`src/rtl/score_display.sv`:
```
// score_display: converts a 14-bit score to four BCD digits (double-dabble FSM)
// and time-multiplexes them onto a 4-digit active-low seven-segment display.
// Ports: clock/reset (sync, active-high), Score/GameOver in; seg/an/busy out.
module score_display #(
  parameter int REFRESH_DIV = 50000,  // clock cycles per digit-scan step
  parameter int BLINK_TICKS = 64      // scan steps per blink half-period
) (
  input  logic        clock,
  input  logic        reset,
  input  logic [13:0] Score,
  input  logic        GameOver,
  output logic [6:0]  seg,
  output logic [3:0]  an,
  output logic        busy
);

  localparam int RW = (REFRESH_DIV > 1) ? $clog2(REFRESH_DIV) : 1;
  localparam int BW = (BLINK_TICKS > 1) ? $clog2(BLINK_TICKS) : 1;

  typedef enum logic [1:0] {IDLE, SHIFT, DONE} state_t;

  state_t      state;
  logic [29:0] sr;          // {bcd[15:0], binary[13:0]}
  logic [3:0]  bit_cnt;
  logic [13:0] conv_val;    // value being converted, becomes last_score in DONE
  logic [13:0] last_score;
  logic [15:0] digits;      // {thousands, hundreds, tens, ones}

  logic [13:0] score_sat;
  logic [15:0] bcd_adj;
  logic [29:0] sr_shifted;

  assign score_sat = (Score > 14'd9999) ? 14'd9999 : Score;

  // Double-dabble step: add 3 to every BCD nibble >= 5, then shift left.
  always_comb begin
    bcd_adj = '0;
    for (int i = 0; i < 4; i++) begin
      if (sr[14 + 4*i +: 4] >= 4'd5)
        bcd_adj[4*i +: 4] = sr[14 + 4*i +: 4] + 4'd3;
      else
        bcd_adj[4*i +: 4] = sr[14 + 4*i +: 4];
    end
    sr_shifted = {bcd_adj[14:0], sr[13:0], 1'b0};
  end

  always_ff @(posedge clock) begin
    if (reset) begin
      state      <= IDLE;
      sr         <= '0;
      bit_cnt    <= '0;
      conv_val   <= '0;
      last_score <= '0;
      digits     <= '0;
    end else begin
      case (state)
        IDLE: begin
          if (score_sat != last_score) begin
            sr       <= {16'd0, score_sat};
            conv_val <= score_sat;
            bit_cnt  <= '0;
            state    <= SHIFT;
          end
        end
        SHIFT: begin
          sr      <= sr_shifted;
          bit_cnt <= bit_cnt + 4'd1;
          // 14th shift happens when the counter reads 13
          if (bit_cnt == 4'd13)
            state <= DONE;
        end
        DONE: begin
          digits     <= sr[29:14];
          last_score <= conv_val;
          state      <= IDLE;
        end
        default: state <= IDLE;
      endcase
    end
  end

  assign busy = (state != IDLE);

  // Scan / blink timing
  logic [RW-1:0] ref_cnt;
  logic [1:0]    idx;
  logic [BW-1:0] blink_cnt;
  logic          phase;
  logic          tick;

  assign tick = (ref_cnt == RW'(REFRESH_DIV - 1));

  always_ff @(posedge clock) begin
    if (reset) begin
      ref_cnt   <= '0;
      idx       <= '0;
      blink_cnt <= '0;
      phase     <= 1'b0;
    end else begin
      ref_cnt <= tick ? '0 : ref_cnt + RW'(1);
      if (tick)
        idx <= idx + 2'd1;
      if (!GameOver) begin
        phase     <= 1'b0;
        blink_cnt <= '0;
      end else if (tick) begin
        if (blink_cnt == BW'(BLINK_TICKS - 1)) begin
          blink_cnt <= '0;
          phase     <= ~phase;
        end else begin
          blink_cnt <= blink_cnt + BW'(1);
        end
      end
    end
  end

  // Digit select, leading-zero blanking and segment decode
  logic [3:0] cur_digit;
  logic       blank3, blank2, blank1;
  logic       cur_blank;

  assign blank3 = (digits[15:12] == 4'd0);
  assign blank2 = blank3 && (digits[11:8] == 4'd0);
  assign blank1 = blank2 && (digits[7:4] == 4'd0);

  always_comb begin
    cur_digit = 4'd0;
    cur_blank = 1'b0;
    case (idx)
      2'd0: begin cur_digit = digits[3:0];   cur_blank = 1'b0;   end
      2'd1: begin cur_digit = digits[7:4];   cur_blank = blank1; end
      2'd2: begin cur_digit = digits[11:8];  cur_blank = blank2; end
      2'd3: begin cur_digit = digits[15:12]; cur_blank = blank3; end
      default: begin cur_digit = 4'd0; cur_blank = 1'b0; end
    endcase
  end

  always_comb begin
    seg = 7'b1111111;
    if (!cur_blank) begin
      case (cur_digit)
        4'd0: seg = 7'b1000000;
        4'd1: seg = 7'b1111001;
        4'd2: seg = 7'b0100100;
        4'd3: seg = 7'b0110000;
        4'd4: seg = 7'b0011001;
        4'd5: seg = 7'b0010010;
        4'd6: seg = 7'b0000010;
        4'd7: seg = 7'b1111000;
        4'd8: seg = 7'b0000000;
        4'd9: seg = 7'b0010000;
        default: seg = 7'b1111111;
      endcase
    end
  end

  assign an = phase ? 4'b1111 : ~(4'b0001 << idx);

endmodule

```
`config.mk`:
```
export PLATFORM = sky130hd
export DESIGN_NAME = score_display
export DESIGN_NICKNAME = d
export VERILOG_FILES = /design/src/rtl/score_display.sv
export SDC_FILE = /design/constraint.sdc
export NUM_CORES = 1
export LEC_CHECK = 0
export ABC_AREA = 1
export BUFFER_PORTS_ARGS = -buffer_cell sky130_fd_sc_hd__buf_2
export CAP_MARGIN = 10
export CORE_ASPECT_RATIO = 0.9
export CORE_MARGIN = 4
export CORE_UTILIZATION = 61
export DETAILED_ROUTE_END_ITERATION = 10
export PLACE_DENSITY = 0.8
export SLEW_MARGIN = 20
export SYNTH_ARGS = -nofsm -noshare
export SYNTH_HDL_FRONTEND = slang
export SYNTH_SLANG_ARGS = --single-unit
```
`constraint.sdc`:
```
create_clock -name clock -period 3.4 [get_ports clock]
set_clock_uncertainty 0.15 [all_clocks]
set_input_delay 0.68 -clock clock [delete_from_list [all_inputs] [get_ports clock]]
set_output_delay 0.68 -clock clock [all_outputs]
set_load 0.02 [all_outputs]
```
==> key figures <==
Outcome
  • Outcome: complete, no violations

Synth
  • Yosys reg bits: 105
  • Adder-Cell Fraction of Synth Area: 0.05061
  • Post-synthesis sequential area ratio: 0.3865
  • Syn_area_per_cell: 6.973 um2
  • Unique cell type count in the Yosys netlist: 34
  • Synthesized instance count: 780
  • Synth Area in Compound Gates: 0.1744
  • Simple-gate share of the synthesized area: 0.2657
  • Mapped cell area: 5439 um2
  • Syn nets: 819
  • Proportion of synthesized area in mux cells: 0
  • Syn. warnings: 0
  • Main combinational cell family by area after synthesis: simple AND/OR/NAND/NOR gates
  • Xor/xnor share of the synthesized area: 0.01771

Place
  • Pre-CTS setup slack: 0.2591 ns
  • GPL Wtd Cong: about 0.85
  • Port Buf Inserts: 28
  • Post-DP HPWL: 8.141 mm

Final layout
  • Register Area: around 2100 um2
  • Multi-input gate area: approximately 2800 um2
  • Nets: between 800 and 900
  • Synthesis-to-finish area growth: 7.454%
  • Fillcell total: 771
  • # diodes: 0
  • Layout cells sized above 1: 0.09787
  • Fin util: 0.6758

Clock tree
  • H-tree depth: 3
  • Root cell of the clock tree: clkbuf_8
  • Hold buffers post-CTS: 0
  • CTS Buf Count: 9
  • Sink Count: about 110
  • Clock slew at reported path FFs: 0.10 ns
  • Clk_lat worst skew: 0.38 ns
  • Clock tree buffer depth: 2
  • CTS tree: built

Worst setup path
  • Setup crit start: idx[1]
  • CP startpoint kind: flop
  • CP max FO: 7
  • Critical Path AT: between 2 and 2.5 ns
  • FF-to-FF End: ref_cnt[11]
  • Critical Path RT: 2.57 ns
  • Reg2reg start: ref_cnt[0]
  • R2R cell count: 10
  • CP Capture Type: output pin
  • CP Capture Point: seg[3]
  • Crit Path Class: flop to output pin
  • R2R setup slack: roughly 1.2 ns

Floorplan
  • I/O pins: 29
  • Die Area: 10490 um2
  • Die Y: between 90 and 100 um
  • Initial Utilization: 0.6289
  • Core area: 8648 um2
  • Rows: 32
  • Die Wd: 107.5 um

STA
  • Final TNS setup: 0 ns
  • Unrepaired setup endpoints after global routing: false
  • Period utilisation layout: 0.9565
  • Fin. Hold Viols: 0
  • Hold Slack: 0.2976 ns
  • Fmax: between 0.3 and 0.4 GHz
  • Endpoints failing setup: 0
  • Fin crit period: 3.252 ns
  • Final setup margin: 0.1480 ns
  • Max Transition Viols Final: 0
  • Slew HR: 0.4498
  • Slew @ Worst Pin: 0.8244 ns

Power
  • Gate power share: 0.093
  • Psw: slightly above 0.6 mW
  • Flop pwr share: 0.537
  • Internal power: 1.772 mW
  • Peak VDD IR: 0.0002710 V
  • Sw Ratio: 0.2560
  • Clock power share: 0.370
  • P_leak: 2.329 nW
  • PD cells: 407.6 nW/um2

Drt
  • Vias: a little over 5000
  • Initial DRC Count: 304
  • DRC: 0
  • Routed Wire Length: 11.87 mm
  • ANT nets after route: 0
  • Vias per inst: 5.523
  • Wirelength per Cell: 12.96 um
  • First-pass iteration count of the detailed router: 5

GRT
  • Tot GR Track Use: 0.2306
  • Global-route wire length before repair: slightly above 20 mm
  • Remaining global-route overflow: 0
  • Initial antenna violation count: 0
  • Vias in the first global route: 4691
  • Largest net degree at the start of global routing: 61

Min path
  • Worst Hold Class: flop to flop

Run
  • Max-cap viol count: 0
==> flip-flops by register name, summed over array words and instances (netlist names) <==
signal	flops
sr	30
digits	16
ref_cnt	16
conv_val	14
last_score	14
blink_cnt	6
bit_cnt	4
idx	2
state	2
phase	1
==> critical path: stages, from the launching register on <==
cell and delay (ns):
dfxtp_1 0.38, inv_1 0.11, ha_1 0.23, inv_2 0.13, nand2_1 0.08, o22ai_2 0.14, inv_1 0.11, ha_1 0.29
or2_2 0.31, nand2_1 0.07, nand2_1 0.04, buf_2 0.16
==> how the worst min path moves through the flow <==
stage                            start            to  slack (ns)  depth (start not counted)
after floorplan             ref_cnt[0]    ref_cnt[0]        0.27                          1
after global placement      ref_cnt[0]    ref_cnt[0]        0.28                          1
after detailed placement    ref_cnt[0]    ref_cnt[0]        0.28                          1
after CTS                   ref_cnt[0]    ref_cnt[0]        0.30                          1
after global routing      conv_val[12]  conv_val[12]        0.33                          2
final                       ref_cnt[0]    ref_cnt[0]        0.30                          1
==> cells in the final DEF, fill, tap and decap left out, types with 4 or more instances in the layout <==
| master | n |
|---|---|
| nand2_1 | 144 |
| dfxtp_1 | 104 |
| a21oi_1 | 101 |
| inv_1 | 98 |
| nor2_1 | 73 |
| o21ai_0 | 70 |
| nand3_1 | 51 |
| buf_2 | 28 |
| ha_1 | 22 |
| nor3_1 | 13 |
| nand4_1 | 13 |
| nand3_2 | 10 |
| clkbuf_8 | 10 |
| buf_4 | 8 |
| xor2_1 | 7 |
| o211ai_1 | 4 |
| xnor2_1 | 4 |
==> power groups by stage <==
stage          combinational [mW]  sequential (mW)  clock, mW
2_1_floorplan               0.180             1.30          0
3_3_place_gp                0.213             1.31          0
3_5_place_dp                0.220             1.31          0
4_1_cts                     0.221             1.28      0.889
5_1_grt                     0.254             1.28      0.932
6_report                    0.221             1.28      0.880
==> cell families after synthesis <==
family / count (synthesis)
AO/OA/AOI/OAI: 185
AND/OR/NAND/NOR: 320
adder cells (fa/ha/maj): 22
flip-flops: 105
buffers and inverters: 137
XOR/XNOR: 11
==> routing by layer <==
metal / track usage / share of wire
met1: 0.2954 / 0.45
met2: 0.3858 / 0.48
met3: 0.05050 / 0.051
met4: 0.07087 / 0.015
met5: 0 / 0
==> final cells by class <==
class	count	area share
Clock buffer	10	0.02355
Multi-Input combinational cell	538	0.4759
Timing Repair Buffer	36	0.03425
Clock inverter	6	0.01541
Sequential cell	105	0.3599
Inverter	102	0.06551
Tap cell	119	0.02548
==> cell usage after synthesis, drive strengths merged <==
library cell	count	area, um2
nand2	149	595.6
dfxtp	105	2102
a21oi	101	505.5
inv	101	379.1
nor2	75	286.5
o21ai	73	365.4
nand3	61	355.3
clkbuf	24	90.09
ha	22	275.3
nand4	13	81.33
nor3	13	65.06
buf	11	98.83
xor2	7	61.31
o22ai	5	31.28
o211ai	4	30.03
xnor2	4	35.03
nor4	3	18.77
nand3b	2	15.01
nor3b	2	15.01
or2	2	12.51
a211oi	1	7.510
clkinv	1	3.750
o2111ai	1	8.760
==> repair_timing <==
| action | CTS | global route |
|---|---|---|
| endpoints found under the setup margin | 4 | 7 |
| setup buffers | 0 | 1 |
| pin swaps | 0 | 1 |
| gates resized for setup | 2 | 6 |
| endpoints found under the hold margin | 0 | 0 |
==> per-stage QoR <==
step           power, mW  instances  area, um2
4_1_cts            2.390        915       5826
2_1_floorplan      1.484        780       5439
3_5_place_dp       1.529        899       5592
5_1_grt            2.470        916       5844
6_report           2.382        916       5844
3_3_place_gp       1.520        899       5592
No activity file was read; power rests on OpenSTA's default activity.
